File: src/rtl/led_driver_pkg.sv
// Shared definitions for the multi-digit LED scanner: blank segment pattern,
// slot-state enum and the active-low hex-to-7-segment table ({a,b,c,d,e,f,g}).
package led_driver_pkg;

   localparam logic [6:0] SEG_OFF = 7'h7F;

   typedef enum logic {
      ST_DEAD,
      ST_ON
   } slot_state_e;

   // Active-low segment pattern for one hex digit
   function automatic logic [6:0] hex_to_seg(input logic [3:0] nib);
      logic [6:0] s;
      case (nib)
         4'h0: s = 7'h01;
         4'h1: s = 7'h4F;
         4'h2: s = 7'h12;
         4'h3: s = 7'h06;
         4'h4: s = 7'h4C;
         4'h5: s = 7'h24;
         4'h6: s = 7'h20;
         4'h7: s = 7'h0F;
         4'h8: s = 7'h00;
         4'h9: s = 7'h04;
         4'hA: s = 7'h08;
         4'hB: s = 7'h60;
         4'hC: s = 7'h31;
         4'hD: s = 7'h42;
         4'hE: s = 7'h30;
         default: s = 7'h38;
      endcase
      return s;
   endfunction

endpackage

File: src/rtl/seg7_hex_decoder.sv
// Combinational hex nibble to active-low 7-segment pattern.
module seg7_hex_decoder
   import led_driver_pkg::*;
(
   input  logic [3:0] nibble,
   output logic [6:0] seg_n
);

   // Pure table lookup, no state
   always_comb begin
      seg_n = hex_to_seg(nibble);
   end

endmodule

File: src/rtl/multi_digit_led_driver.sv
// Multiplexed common-anode 7-segment scanner for NUM_DIGITS digits with
// dead-time blanking between digits and a load/shadow double buffer that is
// copied to the displayed set only at a frame boundary, so a frame never tears.
// Optional feature macro: LED_DIM_EN adds a 4-bit brightness port that gates
// the anode inside each ON phase (sampled at frame start).
module multi_digit_led_driver
   import led_driver_pkg::*;
#(
   parameter int NUM_DIGITS  = 4,
   parameter int REFRESH_DIV = 16,
   parameter int DEAD_CYCLES = 2
)(
   input  logic                    clk,
   input  logic                    reset,
   input  logic                    load,
   input  logic [4*NUM_DIGITS-1:0] data_in,
   input  logic [NUM_DIGITS-1:0]   dp_in,
   input  logic [NUM_DIGITS-1:0]   blank_in,
`ifdef LED_DIM_EN
   input  logic [3:0]              brightness,
`endif
   output logic [NUM_DIGITS-1:0]   an,
   output logic [6:0]              seg,
   output logic                    dp,
   output logic                    frame_start
);

   localparam int SLOT_W = (REFRESH_DIV > 1) ? $clog2(REFRESH_DIV) : 1;
   localparam int IDX_W  = (NUM_DIGITS > 1) ? $clog2(NUM_DIGITS) : 1;
   localparam logic [SLOT_W-1:0] SLOT_LAST = SLOT_W'(REFRESH_DIV - 1);
   localparam logic [IDX_W-1:0]  IDX_LAST  = IDX_W'(NUM_DIGITS - 1);
   localparam logic [SLOT_W:0]   DEAD_LIM  = (SLOT_W + 1)'(DEAD_CYCLES);

   logic [SLOT_W-1:0]       slot_cnt_q, slot_cnt_d;
   logic [IDX_W-1:0]        digit_idx_q, digit_idx_d;
   logic [4*NUM_DIGITS-1:0] sh_data_q, sh_data_d, act_data_q, act_data_d;
   logic [NUM_DIGITS-1:0]   sh_dp_q, sh_dp_d, act_dp_q, act_dp_d;
   logic [NUM_DIGITS-1:0]   sh_blank_q, sh_blank_d, act_blank_q, act_blank_d;
   logic                    pending_q, pending_d;
   logic [NUM_DIGITS-1:0]   an_q, an_d;
   logic [6:0]              seg_q, seg_d;
   logic                    dp_q, dp_d;
   logic                    frame_start_q, frame_start_d;
   logic                    boundary;
   logic                    lit;
   slot_state_e             slot_state;
   logic [3:0]              nib_arr [NUM_DIGITS];
   logic [3:0]              cur_nib;
   logic [6:0]              seg_dec;
`ifdef LED_DIM_EN
   logic [3:0]              bright_q, bright_d;
   logic [3:0]              dim_ofs;
`endif

   // First slot of digit NUM_DIGITS-1; the reset state lands here too,
   // which makes the first cycle after reset a frame boundary.
   assign boundary = (slot_cnt_q == '0) && (digit_idx_q == IDX_LAST);

   // Split the about-to-be-displayed data into per-digit nibbles
   for (genvar gi = 0; gi < NUM_DIGITS; gi++) begin : g_nib
      assign nib_arr[gi] = act_data_d[4*gi +: 4];
   end
   assign cur_nib = nib_arr[digit_idx_q];

   seg7_hex_decoder u_dec (
      .nibble (cur_nib),
      .seg_n  (seg_dec)
   );

   // Scan counters and shadow/active double buffer next state
   always_comb begin
      slot_cnt_d  = slot_cnt_q + 1'b1;
      digit_idx_d = digit_idx_q;
      if (slot_cnt_q == SLOT_LAST) begin
         slot_cnt_d  = '0;
         digit_idx_d = (digit_idx_q == '0) ? IDX_LAST : digit_idx_q - 1'b1;
      end
      sh_data_d   = sh_data_q;
      sh_dp_d     = sh_dp_q;
      sh_blank_d  = sh_blank_q;
      act_data_d  = act_data_q;
      act_dp_d    = act_dp_q;
      act_blank_d = act_blank_q;
      pending_d   = pending_q;
      if (boundary) begin
         if (pending_q) begin
            act_data_d  = sh_data_q;
            act_dp_d    = sh_dp_q;
            act_blank_d = sh_blank_q;
         end
         pending_d = 1'b0;
      end
      // A load coinciding with the boundary only reaches the shadow and stays pending
      if (load) begin
         sh_data_d  = data_in;
         sh_dp_d    = dp_in;
         sh_blank_d = blank_in;
         pending_d  = 1'b1;
      end
   end

   // Pin values for the current counter state; they appear one cycle later
   always_comb begin
      slot_state    = ({1'b0, slot_cnt_q} < DEAD_LIM) ? ST_DEAD : ST_ON;
      lit           = (slot_state == ST_ON) && !act_blank_d[digit_idx_q];
`ifdef LED_DIM_EN
      bright_d      = boundary ? brightness : bright_q;
      dim_ofs       = 4'(32'(slot_cnt_q) - 32'(DEAD_CYCLES));
      lit           = lit && (dim_ofs <= bright_d);
`endif
      an_d          = '1;
      seg_d         = SEG_OFF;
      dp_d          = 1'b1;
      frame_start_d = boundary;
      if (lit) begin
         an_d[digit_idx_q] = 1'b0;
         seg_d             = seg_dec;
         dp_d              = ~act_dp_d[digit_idx_q];
      end
   end

   // State and registered outputs
   always_ff @(posedge clk or negedge reset) begin
      if (!reset) begin
         slot_cnt_q    <= '0;
         digit_idx_q   <= IDX_LAST;
         sh_data_q     <= '0;
         sh_dp_q       <= '0;
         sh_blank_q    <= '1;
         act_data_q    <= '0;
         act_dp_q      <= '0;
         act_blank_q   <= '1;
         pending_q     <= 1'b0;
         an_q          <= '1;
         seg_q         <= SEG_OFF;
         dp_q          <= 1'b1;
         frame_start_q <= 1'b0;
`ifdef LED_DIM_EN
         bright_q      <= 4'hF;
`endif
      end else begin
         slot_cnt_q    <= slot_cnt_d;
         digit_idx_q   <= digit_idx_d;
         sh_data_q     <= sh_data_d;
         sh_dp_q       <= sh_dp_d;
         sh_blank_q    <= sh_blank_d;
         act_data_q    <= act_data_d;
         act_dp_q      <= act_dp_d;
         act_blank_q   <= act_blank_d;
         pending_q     <= pending_d;
         an_q          <= an_d;
         seg_q         <= seg_d;
         dp_q          <= dp_d;
         frame_start_q <= frame_start_d;
`ifdef LED_DIM_EN
         bright_q      <= bright_d;
`endif
      end
   end

   assign an          = an_q;
   assign seg         = seg_q;
   assign dp          = dp_q;
   assign frame_start = frame_start_q;

endmodule
File: config.mk
export PLATFORM = sky130hd
export DESIGN_NAME = multi_digit_led_driver
export DESIGN_NICKNAME = d
export VERILOG_FILES = /design/src/rtl/led_driver_pkg.sv /design/src/rtl/seg7_hex_decoder.sv /design/src/rtl/multi_digit_led_driver.sv
export SDC_FILE = /design/constraint.sdc
export NUM_CORES = 1
export LEC_CHECK = 0
export CAP_MARGIN = 15
export CORE_MARGIN = 2
export CORE_UTILIZATION = 55
export CTS_BUF_LIST = sky130_fd_sc_hd__clkbuf_16
export DETAILED_ROUTE_END_ITERATION = 8
export PLACE_DENSITY = 0.89
export SYNTH_ARGS = -nofsm -noshare
export SYNTH_HDL_FRONTEND = slang
export SYNTH_HIERARCHICAL = 1
export SYNTH_SLANG_ARGS = --single-unit
File: constraint.sdc
create_clock -name clk -period 3.4 [get_ports clk]
set_clock_uncertainty 0.1 [all_clocks]
set_input_delay 0.34 -clock clk [delete_from_list [all_inputs] [get_ports clk]]
set_output_delay 0.34 -clock clk [all_outputs]
set_load 0.02 [all_outputs]
==> metrics.txt, run 1 <==
first-pass GRT wire length=9490 um; die area=6280 um^2; core area=5470 um^2; Setup crit end kind=flip-flop; CTS Buf Count=9; Max Slew Vio Count=0; Final nets=310; Detail Route Antenna Nets=0; Max stage delay on crit path=0.59 ns; PortBufs=39; H-tree Lvls=3; DP Area=3570 um^2; Mapped Nets=263; final setup vio count=0; Initial Util=56.9%; Pint=0.00147 W; CTS tree=yes; Hold Crit Class=in2async; top cells by area, synth=dfrtp_1 (37%), dfstp_2 (19%), mux2_2 (12%); ant diodes=0; multi-input logic area=1280 um^2; WL/cell=15.9 um; Die Width=79.3 um; post-CTS sizing=0; Leakage=1.69 nW; CTS Root Buffer Type=clkbuf_16; sequential element share of the synthesized area=55.5%; drt first pass iters=4; initial drt markers=87; worst hold slack=0.0567 ns; YS warnings=6; Tot GR Track Use=20.4%; layout cell share with drive strength beyond 1=36.4%; CP cell instances=ha_1, nand4bb_4, clkinv_2, nand2_4, mux2_4, mux4_2, inv_1, ha_1, nand2_1, a21oi_1, a31oi_1, nor2_1, nand2_1; share of the clock period used by the worst path=95.6%; Comb power frac=10.6%; status=complete, no violations; Area Overhead vs Synth=23.3%; critical path required time=3.57 ns; syn avg cell area=14.0 um^2; Crit Path Category=reg2reg; total I/O pin count=40; Tightest Pin Transition=1.11 ns; number of setup buffers added after CTS=0; Final Hold Fails=0; setup TNS=0 ns; post-synth top area share=36.9%; Tmin final=3.25 ns; CTS max path bufs=2; Clock Latency Late Sink=0.33 ns; Post-synth ARST share=100%; number of enable flip-flop cells after synthesis=0; vias in the first global route=1909; highest clock rate=0.308 GHz; Hold Buf Count CTS=0; Mapped Cells=223; Post-Syn Area=3120 um^2; register area=1730 um^2; Sequential Power Share=47.2%; Worst EP arrival=3.42 ns; pwr dens=499 nW/um^2; via count=1903; flops & latches, synth=68; switching power total=0.000444 W; unrepaired setup endpoints after global routing=no; count of different cell masters after synthesis=39; sw frac=23.2%; clock slew at reported path FFs=0.05 ns; final WL=5500 um; Post-Layout Inst Area=3840 um^2; Worst VDD drop=0.000345 V; GPL Wtd Cong=0.950; Critical-path top delay cell=dfstp_2; Rows=27; Final HPWL DP=3860 um; top cell type by total area after synthesis=dfrtp_1; total grt overflow=0; largest net degree at the start of global routing=46; Die Y=79.3 um; ys flop type=dfrtp_1; Slew Limit Headroom=24.9%; number of remaining DRC errors=0; Clock Sinks=68; Clk pwr share=42.2%; worst-path fanout max=13; # fillers=375; vias per inst=5.48; Max-Cap Viols=0; antenna violations before repair=0; Worst setup SP type=flip-flop
[critical path, delay by kind of cell, from the launching register on]
kind	cells	cell delay (ns)
compound gates	2	0.25
simple gates	5	0.57
buf+inv	2	0.30
fa+ha+maj	2	0.49
flops	1	0.59
mux	2	0.88
[logic make-up (layout without fill, tap and decap cells)]
family / Yosys count / in the layout / synth area share (%)
adders and majority gates: 13 / 13 / 5.22
DFF: 68 / 68 / 55.5
and+or+nand+nor: 40 / 40 / 6.75
buffers and inverters: 20 / 72 / 3.25
AOI/OAI and AO/OA: 25 / 25 / 4.98
xor gates and xnor gates: 1 / 1 / 0.281
muxes: 56 / 56 / 24.0
[routing by layer]
layer  wire, um  vias up  global-route usage [%]
li1           -      882                       -
met1       2390      947                    25.8
met2       2680       59                    31.6
met3        224       15                    4.66
met4        206        0                    13.4
met5          0        -                       0
[worst paths after layout]
check                                            from                       to  slack (ns)  depth (start not counted)
setup / recovery           digit_idx_q[1]$_DFFE_PN1N_         seg[3]$_DFF_PN1_        0.15                         13
hold / removal                                  reset  act_data_q[5]$_DFF_PN0_        0.06                          1
setup reg to reg           digit_idx_q[1]$_DFFE_PN1N_         seg[3]$_DFF_PN1_        0.15                         13
hold reg to reg                 act_dp_q[2]$_DFF_PN0_    act_dp_q[2]$_DFF_PN0_        0.39                          1
max in group asynchronous                       reset          an[1]$_DFF_PN1_        2.25                          2
min in group clk                act_dp_q[2]$_DFF_PN0_    act_dp_q[2]$_DFF_PN0_        0.39                          1
[power groups by stage]
stage                     registers, W  clock network [W]  logic [W]
after CTS                     0.000905           0.000821   0.000203
after global routing          0.000911           0.000865   0.000224
after floorplan               0.000904                  0   0.000134
after global placement        0.000914                  0   0.000191
final                         0.000905           0.000808   0.000203
after detailed placement      0.000917                  0   0.000200
[registers in the layout (all words and copies together), names as in the netlist]
| signal | flops |
|---|---|
| an | 4 |
| act_data_q | 16 |
| dp | 1 |
| act_blank_q | 4 |
| sh_blank_q | 4 |
| digit_idx_q | 2 |
| slot_cnt_q | 4 |
| pending_q | 1 |
| act_dp_q | 4 |
| sh_dp_q | 4 |
| seg | 7 |
| frame_start | 1 |
| sh_data_q | 16 |
[stage by stage]
step | std cells | utilization, % | setup slack [ns] | total power (W)
floorplan | 223 | - | 0.308 | 0.00104
global placement | 330 | 65.2 | 0.294 | 0.00110
detailed placement | 330 | 65.2 | 0.225 | 0.00112
CTS | 346 | 69.9 | 0.184 | 0.00193
global route | 347 | 70.2 | 0.0289 | 0.00200
finish | 347 | 70.2 | 0.150 | 0.00192
[layout by cell type, fill, tap and decap left out, types with 2 or more instances in the layout]
master / Yosys / layout
clkdlybuf4s50_1: 0 / 38
o21ai_1: 2 / 2
o22ai_1: 2 / 2
clkinv_2: 1 / 5
mux2_4: 14 / 14
clkinv_1: 1 / 2
mux2_2: 34 / 34
mux2i_1: 2 / 2
inv_1: 10 / 11
buf_4: 0 / 4
dfstp_2: 22 / 22
nand3_1: 8 / 8
a31oi_1: 3 / 3
dfrtp_1: 46 / 46
ha_1: 13 / 13
nand2_1: 15 / 15
o21ai_0: 7 / 7
o211ai_1: 2 / 2
nor2_1: 8 / 8
a21oi_1: 3 / 3
mux4_2: 6 / 6
clkbuf_16: 0 / 9
[cell type report]
type | count | area share, %
Clock buffer | 9 | 5.86
Clock inverter | 7 | 0.912
Inverter | 12 | 1.21
Multi-Input combinational cell | 135 | 33.5
Sequential cell | 68 | 45.0
Tap cell | 72 | 2.35
Timing Repair Buffer | 44 | 11.2
[cells in the mapped netlist, types with 6 or more instances]
cell type / number
dfrtp_1: 46
mux2_2: 34
dfstp_2: 22
nand2_1: 15
mux2_4: 14
ha_1: 13
inv_1: 10
nand3_1: 8
nor2_1: 8
o21ai_0: 7
mux4_2: 6
Power figures use the tool's default switching activity.
==> inputs of run 2 (changes only) <==
- CORE_UTILIZATION: 55 -> 50
- PLACE_DENSITY: 0.89 -> 0.83
==> run 2 against run 1 <==
  * Count of clock-buffer cells in the layout stayed put
  * Sequential share of layout area is 0.22 points lower
  * Maximum frequency is 1.6% higher
  * Die area is 9.5% higher
  * Flip-flop and latch count stayed put
  * Non-clock buffer count is 3 higher
  * Sequential power hardly changed
  * Clock power is 2.6% lower
  * Largest cell class unchanged
  * Largest power group unchanged
  * Highest routed layer unchanged
==> metrics.txt, run 2 (synthesis results as in run 1) <==
pwr dens=490 nW/um^2 (was 499 nW/um^2); GPL Wtd Cong=0.948 (was 0.950); Max-Cap Viols=0 (unchanged); commonest cells after routing, fill and taps aside=dfrtp_1 (46), clkdlybuf4s50_1 (38), mux2_2 (34) (unchanged); initial drt markers=77 (was 87); clock slew at reported path FFs=0.05 ns (about the same); most common cell after layout, fill and taps aside=dfrtp_1 (unchanged); status=complete, no violations (unchanged); CTS Root Buffer Type=clkbuf_16 (unchanged); Slew Limit Headroom=69.3% (was 24.9%); PortBufs=39 (unchanged); Final HPWL DP=3800 um (was 3860 um); worst-path fanout max=13 (unchanged); drt first pass iters=4 (unchanged); total power=0.00189 W (was 0.00192 W); Non-Filler Instances=353 (was 347); Die Width=82.9 um (was 79.3 um); Hold Crit Class=reg2reg (was in2async); Area Overhead vs Synth=23.9% (was 23.3%); fin util=64.8% (was 70.2%); largest net degree at the start of global routing=30 (was 46); setup TNS=0 ns (unchanged); layout cell share with drive strength beyond 1=35.3% (was 36.4%); total I/O pin count=40 (unchanged); number of remaining DRC errors=0 (unchanged); Tightest Pin Transition=0.460 ns (was 1.11 ns); Crit Path Category=reg2reg (unchanged); number of setup buffers added after CTS=0 (unchanged); Final nets=313 (was 310); CTS max path bufs=2 (unchanged); via count=1859 (was 1903); Max Slew Vio Count=0 (unchanged); H-tree Lvls=3 (unchanged); die area=6880 um^2 (was 6280 um^2); share of the clock period used by the worst path=94.1% (was 95.6%); worst hold slack=0.389 ns (was 0.0567 ns); Final Hold Fails=0 (unchanged); Tmin final=3.20 ns (was 3.25 ns); Detail Route Antenna Nets=0 (unchanged); Worst EP arrival=3.36 ns (was 3.42 ns); Leakage=1.70 nW (was 1.69 nW); core area=5960 um^2 (was 5470 um^2); Setup crit end kind=flip-flop (unchanged); final WL=5360 um (was 5500 um); Worst VDD drop=0.000317 V (was 0.000345 V); CTS Buf Count=9 (unchanged); Clock Latency Late Sink=0.33 ns (about the same); unrepaired setup endpoints after global routing=no (unchanged); CTS tree=yes (unchanged); vias in the first global route=1889 (was 1909); WL/cell=15.2 um (was 15.9 um); Tot GR Track Use=17.0% (was 20.4%); Initial Util=52.3% (was 56.9%); # fillers=447 (was 375); critical path required time=3.56 ns (was 3.57 ns); final setup vio count=0 (unchanged); Clock Sinks=68 (unchanged); Die Y=82.9 um (was 79.3 um); ant diodes=0 (unchanged); total grt overflow=0 (unchanged); highest clock rate=0.313 GHz (was 0.308 GHz); Rows=28 (was 27); antenna violations before repair=0 (unchanged); first-pass GRT wire length=9030 um (was 9490 um); Worst setup SP type=flip-flop (unchanged); vias per inst=5.27 (was 5.48); placed insts=334 (was 330)
==> run 2: final timing paths <==
kind	startpoint	to	slack (ns)	depth (start not counted)
hold / removal	act_data_q[2]$_DFF_PN0_	act_data_q[2]$_DFF_PN0_	0.39	1
hold reg to reg	act_data_q[2]$_DFF_PN0_	act_data_q[2]$_DFF_PN0_	0.39	1
setup / recovery	digit_idx_q[1]$_DFFE_PN1N_	seg[3]$_DFF_PN1_	0.20	12
min in group asynchronous	reset	act_data_q[8]$_DFF_PN0_	0.40	2
max in group asynchronous	reset	sh_blank_q[1]$_DFFE_PN1P_	2.02	3
setup reg to reg	digit_idx_q[1]$_DFFE_PN1N_	seg[3]$_DFF_PN1_	0.20	12
==> run 2: cell type report <==
cell class                      count  area (um^2)  area share (%)
Sequential cell                    68         1730            44.8
Clock buffer                        9          225            5.83
Tap cell                           75         93.8            2.43
Inverter                           12         46.3            1.20
Clock inverter                      7         27.5           0.713
Multi-Input combinational cell    135         1280            33.3
Timing Repair Buffer               47          453            11.7
==> run 2: metal layers <==
layer,global-route usage (%),wire length (um),vias up
met5,0,0,-
met4,8.20,123,0
met3,5.17,242,9
met2,26.5,2580,44
met1,21.7,2420,916
li1,-,-,890
==> run 2: where the power goes <==
part / switching, W / internal [W] / leakage, nW
logic: 0.0000842 / 0.000116 / 0.795
clock network: 0.000312 / 0.000475 / 0.132
registers: 0.0000291 / 0.000876 / 0.773
total: 0.000425 / 0.00147 / 1.70
==> run 2: metrics by stage <==
step                      worst slack, ns  area [um^2]
after detailed placement            0.222         3580
after global placement              0.291         3580
after global routing               0.0430         3860
after CTS                           0.198         3840
final                               0.202         3860
after floorplan                     0.308         3120
==> run 2: worst max-delay path, cell delays in order, from the launching register on <==
cell,delay (ns)
dfstp_2,0.59
ha_1,0.24
nand4bb_4,0.15
clkinv_2,0.12
nand2_4,0.15
mux2_4,0.34
mux4_2,0.55
ha_1,0.23
or2_2,0.28
a21oi_1,0.15
a31oi_1,0.06
nor2_1,0.11
nand2_1,0.05
==> run 2: timing repair <==
action                                 CTS  global route
endpoints found under the hold margin   18             0
hold buffers                             1             0
resized for setup                        0             0
==> RTL change 1, RTL diff (settings of run 2) <==
Change the parameter `NUM_DIGITS` from 4 to 2.
--- a/src/rtl/multi_digit_led_driver.sv
+++ b/src/rtl/multi_digit_led_driver.sv
@@ -6,7 +6,7 @@
 module multi_digit_led_driver
    import led_driver_pkg::*;
 #(
-   parameter int NUM_DIGITS  = 4,
+   parameter int NUM_DIGITS  = 2,
    parameter int REFRESH_DIV = 16,
    parameter int DEAD_CYCLES = 2
 )(
Interface: changed (resized an, blank_in, data_in and dp_in); port bits go from 40 to 26. No check against the original RTL was run, so the function may have changed too.
==> RTL change 1 against run 2 <==
  * Worst hold slack worse by 0.31 ns
  * Cell area down 35%
  * Synthesized area down 34%
  * Sequential cell count down 27
  * Sequential share of layout area down 2.9 points
  * Wire length down 29%
  * Critical path depth up 2
  * Total power down 41%
  * Cell count down 29%
  * Worst setup slack better by 0.26 ns
==> RTL change 1: results (changes against run 2) <==
| Metric | Value |
|---|---|
| Result of the run | finished, final reports clean |
| Slew at the pin closest to its max-slew limit | 0.863 ns (+0.403 ns) |
| Fillers | 317 (-29%) |
| Sequential-to-total area share from yosys stat | 50.7% (-4.8 points) |
| Clock insertion delay at the later pin of the skew report | 0.28 ns (-0.05 ns) |
| Clkbuf count | 5 (-4) |
| Maximum fanout along the worst path | 8 (-5) |
| Worst slack at placement | 0.497 ns (+0.275 ns) |
| VDD IR max | 0.000321 V (+1.3%) |
| Hold_ws | 0.0749 ns (-0.314 ns) |
| Fraction of area in multi-input gates | 36.6% (+3.3 points) |
| Largest net degree at the start of global routing | 42 (+40%) |
| Grt met2 use | 31.7% (+5.2 points) |
| Met1 Routed Length | 1630 um (-33%) |
| Met3 wire length | 151 um (-38%) |
| Nonclk buf count | 31 (-34%) |
| Proportion of cell area spent on the clock network | 5.63% (-0.92 points) |
| Most used standard cells in the synthesized netlist | 26 x sky130_fd_sc_hd__dfrtp_1, 15 x sky130_fd_sc_hd__dfstp_2, 12 x sky130_fd_sc_hd__a31oi_1, 12 x sky130_fd_sc_hd__mux2_2 |
| Post-Syn Nets | 196 (-25%) |
| Total placed cells including tap cells | 244 (-27%) |
| CTS Hold Bufs | 0 (-1) |
| Routability Congestion | 0.809 (-15%) |
| Syn avg cell area | 12.0 um^2 (-14%) |
| Synthesized instance count | 172 (-23%) |
| Slowest-stage cell, CP | sky130_fd_sc_hd__mux4_2 |
| NumNets Final | 225 (-28%) |
| Number of signal-net inverters in the final layout | 9 (-3) |
| Number of vias after detailed routing | 1,375 (-26%) |
| GR met1 Demand/Resource | 23.6% (+1.9 points) |
| Overall fraction of global-route tracks in use | 19.3% (+2.3 points) |
| Routed met2 length | 1910 um (-26%) |
| HP Class | in -> async |
| Number of buffer cells added on primary ports | 25 (-36%) |
| Total of flip-flops plus latches after synthesis | 41 (-40%) |
| Relative area change from synthesis to final layout | 20.8% |
| Most area-consuming cells after synthesis | sky130_fd_sc_hd__dfrtp_1 32%, sky130_fd_sc_hd__dfstp_2 19%, sky130_fd_sc_hd__mux2_2 6.6% |
| DR iter-0 viols | 73 (-5.2%) |
| WL final | 3790 um (-29%) |
| Multi-input gates | 113 (-16%) |
| Final routed wire length divided by cell count | 15.0 um (-1.0%) |
| Share of post-route cells with drive strength above 1 | 27.7% (-7.5 points) |
| Leakage power | 1.06 nW (-38%) |
[RTL change 1: logic make-up (layout without fill, tap and decap cells)]
family,Yosys count,in the layout,share of synthesized area [%]
buffers and inverters,18,48,5.10
xor gates and xnor gates,2,2,0.850
AOI/OAI and AO/OA,30,30,8.98
and+or+nand+nor,46,46,13.3
adders and majority gates,9,9,5.46
DFF,41,41,50.7
muxes,26,26,15.7
[RTL change 1: power breakdown]
part           leakage [nW]  internal (mW)  switching, mW  total, mW
clock network        0.0724          0.266          0.177      0.443
logic                 0.522         0.0731         0.0680      0.141
registers             0.464          0.522         0.0192      0.541
total                  1.06          0.861          0.264       1.13
[RTL change 1: final timing paths]
check                         startpoint            end  cells after the start
max                        slot_cnt_q[1]         seg[3]                     14
min                                reset  act_data_q[7]                      1
max reg2reg                slot_cnt_q[1]         seg[3]                     14
min reg2reg                slot_cnt_q[0]  slot_cnt_q[0]                      1
max in group asynchronous          reset  act_data_q[6]                      1
min in group clk           slot_cnt_q[0]  slot_cnt_q[0]                      1
==> RTL change 2, RTL diff (config.mk and constraints of run 2) <==
Made on the original files. Add an input register stage for `load`, `data_in`, `dp_in` and `blank_in`, without a reset; this delays them by one clock.
--- a/src/rtl/multi_digit_led_driver.sv
+++ b/src/rtl/multi_digit_led_driver.sv
@@ -30,6 +30,18 @@
    localparam logic [SLOT_W-1:0] SLOT_LAST = SLOT_W'(REFRESH_DIV - 1);
    localparam logic [IDX_W-1:0]  IDX_LAST  = IDX_W'(NUM_DIGITS - 1);
    localparam logic [SLOT_W:0]   DEAD_LIM  = (SLOT_W + 1)'(DEAD_CYCLES);
+
+   logic load_q;
+   logic [4*NUM_DIGITS-1:0] data_q;
+   logic [NUM_DIGITS-1:0] dp_r;
+   logic [NUM_DIGITS-1:0] blank_q;
+
+   always_ff @(posedge clk) begin
+      load_q  <= load;
+      data_q  <= data_in;
+      dp_r    <= dp_in;
+      blank_q <= blank_in;
+   end
 
    logic [SLOT_W-1:0]       slot_cnt_q, slot_cnt_d;
    logic [IDX_W-1:0]        digit_idx_q, digit_idx_d;
@@ -91,10 +103,10 @@
          pending_d = 1'b0;
       end
       // A load coinciding with the boundary only reaches the shadow and stays pending
-      if (load) begin
-         sh_data_d  = data_in;
-         sh_dp_d    = dp_in;
-         sh_blank_d = blank_in;
+      if (load_q) begin
+         sh_data_d  = data_q;
+         sh_dp_d    = dp_r;
+         sh_blank_d = blank_q;
          pending_d  = 1'b1;
       end
    end
Check against the original RTL: same outputs for any inputs over 10 cycles, from zero or initial values and one cycle with reset low; that may be too few to reach the edited logic, so the function may still have changed.
==> RTL change 2 against run 2 <==
  * Combinational power decreased by 3%
  * Non-clock buffer count unchanged
  * Synthesized area increased by 14%
  * Sequential cell count increased by 25
  * Count of clock-buffer cells in the layout unchanged
  * Cell area increased by 13%
  * Highest routed layer unchanged
  * Total power increased by 22%
  * Worst setup slack improved by 0.060 ns
  * Cell count increased by 10%
  * Wire length increased by 1.8%
==> RTL change 2: results (changes against run 2) <==
| Metric | Value |
|---|---|
| Overall fraction of global-route tracks in use | 16.6% (-0.32 points) |
| Share of post-route cells with drive strength above 1 | 35.7% (+0.46 points) |
| Most area-consuming cells after synthesis | sky130_fd_sc_hd__dfrtp_1 32%, sky130_fd_sc_hd__dfstp_2 16%, sky130_fd_sc_hd__dfxtp_1 14% |
| Achievable Freq | 319 MHz (+1.9%) |
| NumNets Final | 329 (+5.1%) |
| VDD IR max | 0.000286 V (-9.5%) |
| DR iter-0 viols | 65 (-16%) |
| Synthesized-area fraction occupied by ao, oa, aoi and oai cells | 3.33% (-1.6 points) |
| Async set or reset register ratio after synthesis | 73.1% (-27 points) |
| Largest stage delay, worst path | 0.54 ns (-0.05 ns) |
| Count of antenna diodes in the layout | 0 (unchanged) |
| Routability Congestion | 0.908 (-4.3%) |
| Synth unique cells | 35 (-10%) |
| Final routed wire length divided by cell count | 14.0 um (-7.9%) |
| Buffers from clock root to sink, at most | 2 (unchanged) |
| Dpl hpwl | 3710 um (-2.4%) |
| First-pass GRT wire length | 9570 um (+6.0%) |
| Most used standard cells in the synthesized netlist | 46 x sky130_fd_sc_hd__dfrtp_1, 41 x sky130_fd_sc_hd__mux2_2, 25 x sky130_fd_sc_hd__dfxtp_1 |
| Cell area reported after detailed placement | 4060 um^2 (+14%) |
| Largest net degree at the start of global routing | 26 (-13%) |
| Remaining DRCs | 0 (unchanged) |
| HP Class | in -> reg |
| Final non-filler cell total | 390 (+10%) |
| Via density per instance | 4.96 (-5.7%) |
| Data arrival time at the worst-slack endpoint | 3.31 ns (-0.05 ns) |
| Via count of the first global-routing pass | 1,974 (+4.5%) |
| Slew at the pin closest to its max-slew limit | 0.776 ns (+0.316 ns) |
| Total placed cells including tap cells | 372 (+11%) |
| Fraction of the mapped netlist area in adder cells | 4.56% (-0.66 points) |
| Syn avg cell area | 14.9 um^2 (+6.3%) |
| Setup slack of the most critical reg-to-reg path | 0.26 ns (+0.06 ns) |
| Post_cts resized | 0 (unchanged) |
| Launch point of the worst reg-to-reg path | slot_cnt_q[0] |
| Post-Syn Nets | 280 (+6.5%) |
| Leakage power | 1.88 nW (+11%) |
| Sequential-to-total area share from yosys stat | 62.5% (+7.0 points) |
| Maximum fanout along the worst path | 17 (+4) |
| Mux cell area share after synthesis | 21.9% (-2.1 points) |
| Synthesized-area fraction occupied by xor and xnor cells | 0.246% (-0.035 points) |
| Result of the run | finished, final reports clean |
| Worst slack at placement | 0.297 ns (+0.0758 ns) |
| Slowest-stage cell, CP | sky130_fd_sc_hd__mux4_2 |
[RTL change 2: changes by cell type after synthesis, sizes merged, moves of 2 or more]
cell | run 2 | this run
dfxtp | 0 | 25
mux4 | 6 | 8
nand3 | 8 | 6
nor3b | 0 | 2
[RTL change 2: kinds of logic after synthesis]
logic type,after synthesis
muxes,59
and+or+nand+nor,35
adders and majority gates,13
xor gates and xnor gates,1
buffers and inverters,19
DFF,93
AOI/OAI and AO/OA,20
[RTL change 2: timing repair]
item	in CTS	in global routing
buffers inserted	0	0
hold buffers	1	0
hold endpoints to repair	17	0
[RTL change 2: worst min-delay path by stage]
stage | startpoint | endpoint | slack, ns | depth (start not counted)
after floorplan | reset | act_data_q[0] | -0.06 | 0
after global placement | reset | sh_data_q[5] | 0.22 | 1
after detailed placement | reset | act_data_q[5] | 0.22 | 1
after CTS | dp_in[2] | dp_r[2] | 0.33 | 1
after global routing | data_in[8] | data_q[8] | 0.33 | 1
final | dp_in[2] | dp_r[2] | 0.34 | 1
[RTL change 2: cell type report]
cell class                      instances  area (um^2)
Inverter                               10         37.5
Clock buffer                            9          225
Sequential cell                        93         2230
Timing Repair Buffer                   47          455
Fill cell                             524         2480
Clock inverter                          7         42.5
Multi-Input combinational cell        128         1240
Tap cell                               96          120
[RTL change 2: worst max-delay path: cells and delay by family (launching register included)]
kind	cells	cell delay, ns
mux	2	0.93
simple gates	5	0.93
fa+ha+maj	2	0.42
flops	1	0.39
compound gates	2	0.20
buf+inv	1	0.08
[RTL change 2: per-layer routing]
| layer | up-vias | global-route usage [%] | wire length [um] |
|---|---|---|---|
| met2 | 48 | 25.2 | 2610 |
| met4 | 0 | 8.82 | 120 |
| met5 | - | 0 | 0 |
| li1 | 938 | - | - |
| met1 | 939 | 21.9 | 2520 |
| met3 | 11 | 4.85 | 213 |
[RTL change 2: where the power goes]
group	switching [mW]	internal, mW
logic	0.0781	0.116
registers	0.0348	1.18
clock network	0.398	0.489
total	0.511	1.79
